## config.mk

```make
export PLATFORM = sky130hd
export DESIGN_NAME = fir_xifu_mem_arb
export DESIGN_NICKNAME = d
export VERILOG_FILES = /design/src/rtl/fir_xifu_pkg.sv /design/src/rtl/fir_xifu_tag_fifo.sv /design/src/rtl/fir_xifu_mem_arb.sv
export SDC_FILE = /design/constraint.sdc
export NUM_CORES = 1
export LEC_CHECK = 0
export CORE_AREA = 2 2 115 117
export CTS_CLUSTER_SIZE = 40
export DETAILED_ROUTE_END_ITERATION = 6
export DIE_AREA = 0 0 117 119
export HOLD_SLACK_MARGIN = 0.03
export PLACE_DENSITY = 0.69
export SKIP_CTS_REPAIR_TIMING = 1
export SLEW_MARGIN = 25
export SYNTH_ARGS = -nofsm -noshare
export SYNTH_HDL_FRONTEND = slang
export SYNTH_HIERARCHICAL = 1
export SYNTH_SLANG_ARGS = --single-unit
```

## constraint.sdc

```tcl
create_clock -name clk_i -period 2.2 [get_ports clk_i]
set_input_delay 0.44 -clock clk_i [delete_from_list [all_inputs] [get_ports clk_i]]
set_output_delay 0.44 -clock clk_i [all_outputs]
set_load 0.02 [all_outputs]
```

## src/rtl/fir_xifu_pkg.sv

```systemverilog
`default_nettype none
// ============================================================================
// Module   : fir_xifu_pkg
// Brief    : Shared types and constants for the FIR XIFU memory arbiter.
// Revision : 1.0
// ============================================================================
package fir_xifu_pkg;

    localparam int FIR_XIFU_NB_MEM_PORTS = 2;
    localparam int FIR_XIFU_ID_WIDTH     = 4;

    typedef struct packed {
        logic [31:0]                  addr;
        logic                         we;
        logic [3:0]                   be;
        logic [31:0]                  wdata;
        logic [FIR_XIFU_ID_WIDTH-1:0] id;
    } fir_xifu_mem_req_t;

    typedef struct packed {
        logic [31:0] rdata;
        logic        err;
    } fir_xifu_mem_rsp_t;

    typedef enum logic [0:0] {
        IDLE   = 1'b0,
        LOCKED = 1'b1
    } fir_xifu_arb_state_e;

endpackage
`default_nettype wire

```

## src/rtl/fir_xifu_tag_fifo.sv

```systemverilog
`default_nettype none
// ============================================================================
// Module   : fir_xifu_tag_fifo
// Brief    : In-order 1-bit tag FIFO recording which port owns each
//            outstanding memory transaction.
// Revision : 1.0
// ============================================================================
module fir_xifu_tag_fifo #(
    parameter int DEPTH = 2
) (
    input  logic clk,
    input  logic rst,
    input  logic push,
    input  logic din,
    input  logic pop,
    output logic dout,
    output logic full,
    output logic empty
);

    localparam int PTR_W = (DEPTH > 1) ? $clog2(DEPTH) : 1;
    localparam int CNT_W = $clog2(DEPTH + 1);
    localparam logic [PTR_W-1:0] LAST_PTR  = PTR_W'(DEPTH - 1);
    localparam logic [CNT_W-1:0] FULL_CNT  = CNT_W'(DEPTH);

    logic [DEPTH-1:0] mem;
    logic [PTR_W-1:0] wr_ptr;
    logic [PTR_W-1:0] rd_ptr;
    logic [CNT_W-1:0] count;

    assign full  = (count == FULL_CNT);
    assign empty = (count == '0);
    assign dout  = mem[rd_ptr];

    // Caller guarantees no push when full and no pop when empty.
    always_ff @(posedge clk) begin
        if (rst) begin
            mem    <= '0;
            wr_ptr <= '0;
            rd_ptr <= '0;
            count  <= '0;
        end else begin
            if (push) begin
                mem[wr_ptr] <= din;
                wr_ptr      <= (wr_ptr == LAST_PTR) ? '0 : wr_ptr + 1'b1;
            end
            if (pop) begin
                rd_ptr <= (rd_ptr == LAST_PTR) ? '0 : rd_ptr + 1'b1;
            end
            if (push && !pop) begin
                count <= count + 1'b1;
            end else if (pop && !push) begin
                count <= count - 1'b1;
            end
        end
    end

endmodule
`default_nettype wire

```

## src/rtl/fir_xifu_mem_arb.sv

```systemverilog
`default_nettype none
// ============================================================================
// Module   : fir_xifu_mem_arb
// Brief    : Two-port arbiter for the CV-XIF memory channel with in-order
//            result routing. FIR_XIFU_MEM_ARB_RR_EN selects round-robin.
// Revision : 1.0
// ============================================================================
module fir_xifu_mem_arb
    import fir_xifu_pkg::*;
#(
    parameter int MAX_OUTSTANDING = 2,
    parameter int ID_WIDTH        = 4
) (
    input  logic                                             clk_i,
    input  logic                                             clear_i,
    input  logic [FIR_XIFU_NB_MEM_PORTS-1:0]                 req_valid_i,
    output logic [FIR_XIFU_NB_MEM_PORTS-1:0]                 req_ready_o,
    input  logic [FIR_XIFU_NB_MEM_PORTS-1:0][31:0]           req_addr_i,
    input  logic [FIR_XIFU_NB_MEM_PORTS-1:0]                 req_we_i,
    input  logic [FIR_XIFU_NB_MEM_PORTS-1:0][3:0]            req_be_i,
    input  logic [FIR_XIFU_NB_MEM_PORTS-1:0][31:0]           req_wdata_i,
    input  logic [FIR_XIFU_NB_MEM_PORTS-1:0][ID_WIDTH-1:0]   req_id_i,
    output logic                                             mem_valid_o,
    input  logic                                             mem_ready_i,
    output logic [31:0]                                      mem_addr_o,
    output logic                                             mem_we_o,
    output logic [3:0]                                       mem_be_o,
    output logic [31:0]                                      mem_wdata_o,
    output logic [ID_WIDTH-1:0]                              mem_id_o,
    input  logic                                             mem_result_valid_i,
    input  logic [31:0]                                      mem_result_rdata_i,
    input  logic                                             mem_result_err_i,
    output logic [FIR_XIFU_NB_MEM_PORTS-1:0]                 rsp_valid_o,
    output logic [31:0]                                      rsp_rdata_o,
    output logic                                             rsp_err_o,
    output logic                                             proto_err_o
);

    fir_xifu_arb_state_e state;
    fir_xifu_mem_req_t   sel_req;
    fir_xifu_mem_rsp_t   rsp;

    logic grant_idx;
    logic pick;
    logic sel_idx;
    logic any_valid;
    logic push;
    logic pop;
    logic handshake;
    logic head;
    logic full;
    logic empty;

    assign any_valid = |req_valid_i;

`ifdef FIR_XIFU_MEM_ARB_RR_EN
    // Points at the port that lost the last handshake; it wins the next tie.
    logic rr_ptr;

    assign pick = req_valid_i[rr_ptr] ? rr_ptr : ~rr_ptr;

    always_ff @(posedge clk_i) begin
        if (clear_i) begin
            rr_ptr <= 1'b0;
        end else if (handshake) begin
            rr_ptr <= ~sel_idx;
        end
    end
`else
    assign pick = ~req_valid_i[0];
`endif

    // The tag is pushed at grant so a locked request already owns its slot.
    assign sel_idx     = (state == LOCKED) ? grant_idx : pick;
    assign push        = (state == IDLE) && any_valid && !full;
    assign mem_valid_o = (state == LOCKED) || push;
    assign handshake   = mem_valid_o && mem_ready_i;

    always_comb begin
        req_ready_o          = '0;
        req_ready_o[sel_idx] = handshake;
    end

    always_comb begin
        sel_req = '0;
        if (mem_valid_o) begin
            sel_req.addr  = req_addr_i[sel_idx];
            sel_req.we    = req_we_i[sel_idx];
            sel_req.be    = req_be_i[sel_idx];
            sel_req.wdata = req_wdata_i[sel_idx];
            sel_req.id    = FIR_XIFU_ID_WIDTH'(req_id_i[sel_idx]);
        end
    end

    assign mem_addr_o  = sel_req.addr;
    assign mem_we_o    = sel_req.we;
    assign mem_be_o    = sel_req.be;
    assign mem_wdata_o = sel_req.wdata;
    assign mem_id_o    = ID_WIDTH'(sel_req.id);

    assign pop = mem_result_valid_i && !empty;
    assign rsp = '{rdata: mem_result_rdata_i, err: mem_result_err_i};

    always_comb begin
        rsp_valid_o       = '0;
        rsp_valid_o[head] = pop;
    end

    assign rsp_rdata_o = rsp.rdata;
    assign rsp_err_o   = rsp.err;

    always_ff @(posedge clk_i) begin
        if (clear_i) begin
            state       <= IDLE;
            grant_idx   <= 1'b0;
            proto_err_o <= 1'b0;
        end else begin
            case (state)
                IDLE: begin
                    if (push && !mem_ready_i) begin
                        state     <= LOCKED;
                        grant_idx <= pick;
                    end
                end
                LOCKED: begin
                    if (mem_ready_i) begin
                        state <= IDLE;
                    end
                end
                default: state <= IDLE;
            endcase
            if (mem_result_valid_i && empty) begin
                proto_err_o <= 1'b1;
            end
        end
    end

    fir_xifu_tag_fifo #(
        .DEPTH (MAX_OUTSTANDING)
    ) u_tag_fifo (
        .clk   (clk_i),
        .rst   (clear_i),
        .push  (push),
        .din   (pick),
        .pop   (pop),
        .dout  (head),
        .full  (full),
        .empty (empty)
    );

endmodule
`default_nettype wire

```

==> impl_metrics.ini, run 1 <==
[outcome]
outcome = completed

[drt]
via_per_inst = 4.81
avgRoutedWirePerCell_um = 17.2
vias = 3434
final_antenna_net_count = 0
first_iter_violations = 174
drcViolationCount = 0
dr.pass1.iters = 5
finalWirelength_mm = 12.3

[sta]
post-route-period-util_pct = 96.9
finalClockSkew_ns = 0.00148
fin_ws_ns = 0.0680
rsz0062_at_grt = false
hold_viol = 0
finalCriticalPeriod_ns = 2.13
relSlewSlack_pct = 75.8
whs_ns = 0.454
setup_violations = 0
fin_tns_setup_ns = 0
tightest_slew_ns = 0.361
drv_slew = 0
timing.fmax_ghz = 0.469

[synthesis]
synth_cell_type_count = 31
ys.warnings.count = 6
yosys-top-cells-area = a21oi_1, nand3_1, o21ai_1
mappedNetlistArea_um2 = 1980
syn_area_per_cell_um2 = 5.74
yosysTopAreaCell = a21oi_1
yosysSeqAreaShare_pct = 9.09
syn_nets = 531
synth_cells = 345
synth_top_area_share_pct = 19.4
ys_ff_latch = 9

[clock_tree]
cts-root-buf = clkbuf_16
cts_max_path_buffers = 2
numCtsBuffers = 3
cts_sinks = 9
cts.clk_slew.worst_paths_ns = 0.04
h-tree-depth = 1
cts_tree = yes
clkLatencyLatePin_ns = 0.23

[power_and_ir_drop]
power_leakage_nw = 2.08
finalPower_w = 0.00296
vdd_ir_drop_max_mv = 0.548
p_per_area_nw_per_um2 = 645

[cells_and_area]
mostFrequentLayoutCells = clkdlybuf4s50_1, nand3_1, o21ai_1
area_growth_pct = 132
final_common_cell = clkdlybuf4s50_1
post-route-util_pct = 35.7
fillCellCount = 1369
final_nets = 725
drive_above_1_share_pct = 22.3
diodes = 0

[setup_path]
path_class = primary input to output port
end_kind = output port
critPathRequiredTime_ns = 1.76
r2r_start = u_tag_fifo/count[0]
critPathMaxFanout = 18
startpoint = req_valid_i[0]
cp.arrival_ns = 1.69
cp-start-kind = primary input

[floorplanning]
rows = 42
coreArea_um2 = 12900
die_area_um2 = 13900
io_pins = 297
initial_utilization_pct = 15.4
fp.dieH_um = 119
die_w_um = 117

[place]
port_buffers = 230
post-place-ws_ns = -0.662
routabilityCongestion = 0.772
hpwl_mm = 8.67

[run]
drv_cap = 0

[global_routing]
grt_pass1_wl_mm = 16.3
antenna_found_initial = 0
grt_overflow = 0
grt_pass1_vias = 3200
grt_max_degree = 40
track_usage_pct = 14.5

[min_path]
hold_start = u_tag_fifo/mem[1]
worst_hold_path_type = register to register
sequential cells by signal (all words and copies together) (netlist names):
register / flops
u_tag_fifo/rd_ptr: 1
grant_idx: 1
u_tag_fifo/wr_ptr: 1
state: 1
u_tag_fifo/mem: 2
proto_err_o: 1
u_tag_fifo/count: 2
cell usage after synthesis (all sizes together):
cell	count
buf	60
mux2i	1
o21a	1
and3	1
o21ai	74
nand2b	4
nor2	8
nand2	2
and2	1
nor3b	1
nor2b	3
o21ba	1
xor2	2
ha	1
nand3	74
inv	3
nor3	2
a21oi	77
xnor2	1
or3	1
dfxtp	9
clkbuf	13
and2b	2
nor4	1
nor4b	1
mux2	1
layout make-up:
cell class / count / area, um2 / area share [%]
Tap cell: 176 / 220 / 4.80
Sequential cell: 9 / 180 / 3.92
Multi-Input combinational cell: 261 / 1490 / 32.4
Inverter: 3 / 11.3 / 0.245
Clock buffer: 4 / 78.8 / 1.72
Timing Repair Buffer: 261 / 2610 / 56.9
stage by stage:
step	instance area [um2]	cells
2_1_floorplan	1980	345
3_3_place_gp	4390	702
3_5_place_dp	4390	702
4_1_cts	4470	706
5_1_grt	4590	714
6_report	4590	714
report_power, final:
group	internal (W)	switching, W
logic	0.00113	0.00128
registers	0.000206	0.0000259
clock network	0.000242	0.0000744
path summary, 6_finish.rpt:
path / cells past startpoint / end / slack, ns
worst min-delay path: 2 / u_tag_fifo/mem[1] / 0.45
worst min register to register: 2 / u_tag_fifo/mem[1] / 0.45
worst max-delay path: 7 / mem_addr_o[10] / 0.07
worst max register to register: 6 / u_tag_fifo/count[1] / 0.33
cells by family after synthesis:
logic type | after synthesis | synth area share (%)
compound gates | 153 | 39.0
simple gates | 101 | 26.2
buf+inv | 76 | 22.7
flops | 9 | 9.09
xor+xnor | 3 | 1.33
mux | 2 | 1.07
fa+ha+maj | 1 | 0.631
critical path: stages:
cell	delay, ns
dlymetal6s2s_1	0.21
nor2b_4	0.25
buf_4	0.16
clkbuf_16	0.18
o21ai_1	0.07
a21oi_1	0.17
clkbuf_2	0.20
metal layers:
layer	global-route usage, %	vias up	routed length (um)
li1	-	1595	-
met1	15.9	1629	4640
met2	27.1	192	6190
met3	3.41	18	1150
met4	4.12	0	277
met5	0	-	0
No activity file was read; power rests on OpenSTA's default activity.
==> run 2, diff against run 1 <==
Settings changed: CAP_MARGIN set to 20.
==> results of run 2 <==
Same layout as run 1: the final DEF is identical, and so are final timing and power.
==> run 3, diff against run 2 <==
Settings changed: HOLD_SLACK_MARGIN 0.03 to 0.08.
==> results of run 3 <==
Same layout as run 1: the final DEF is identical, and so are final timing and power.
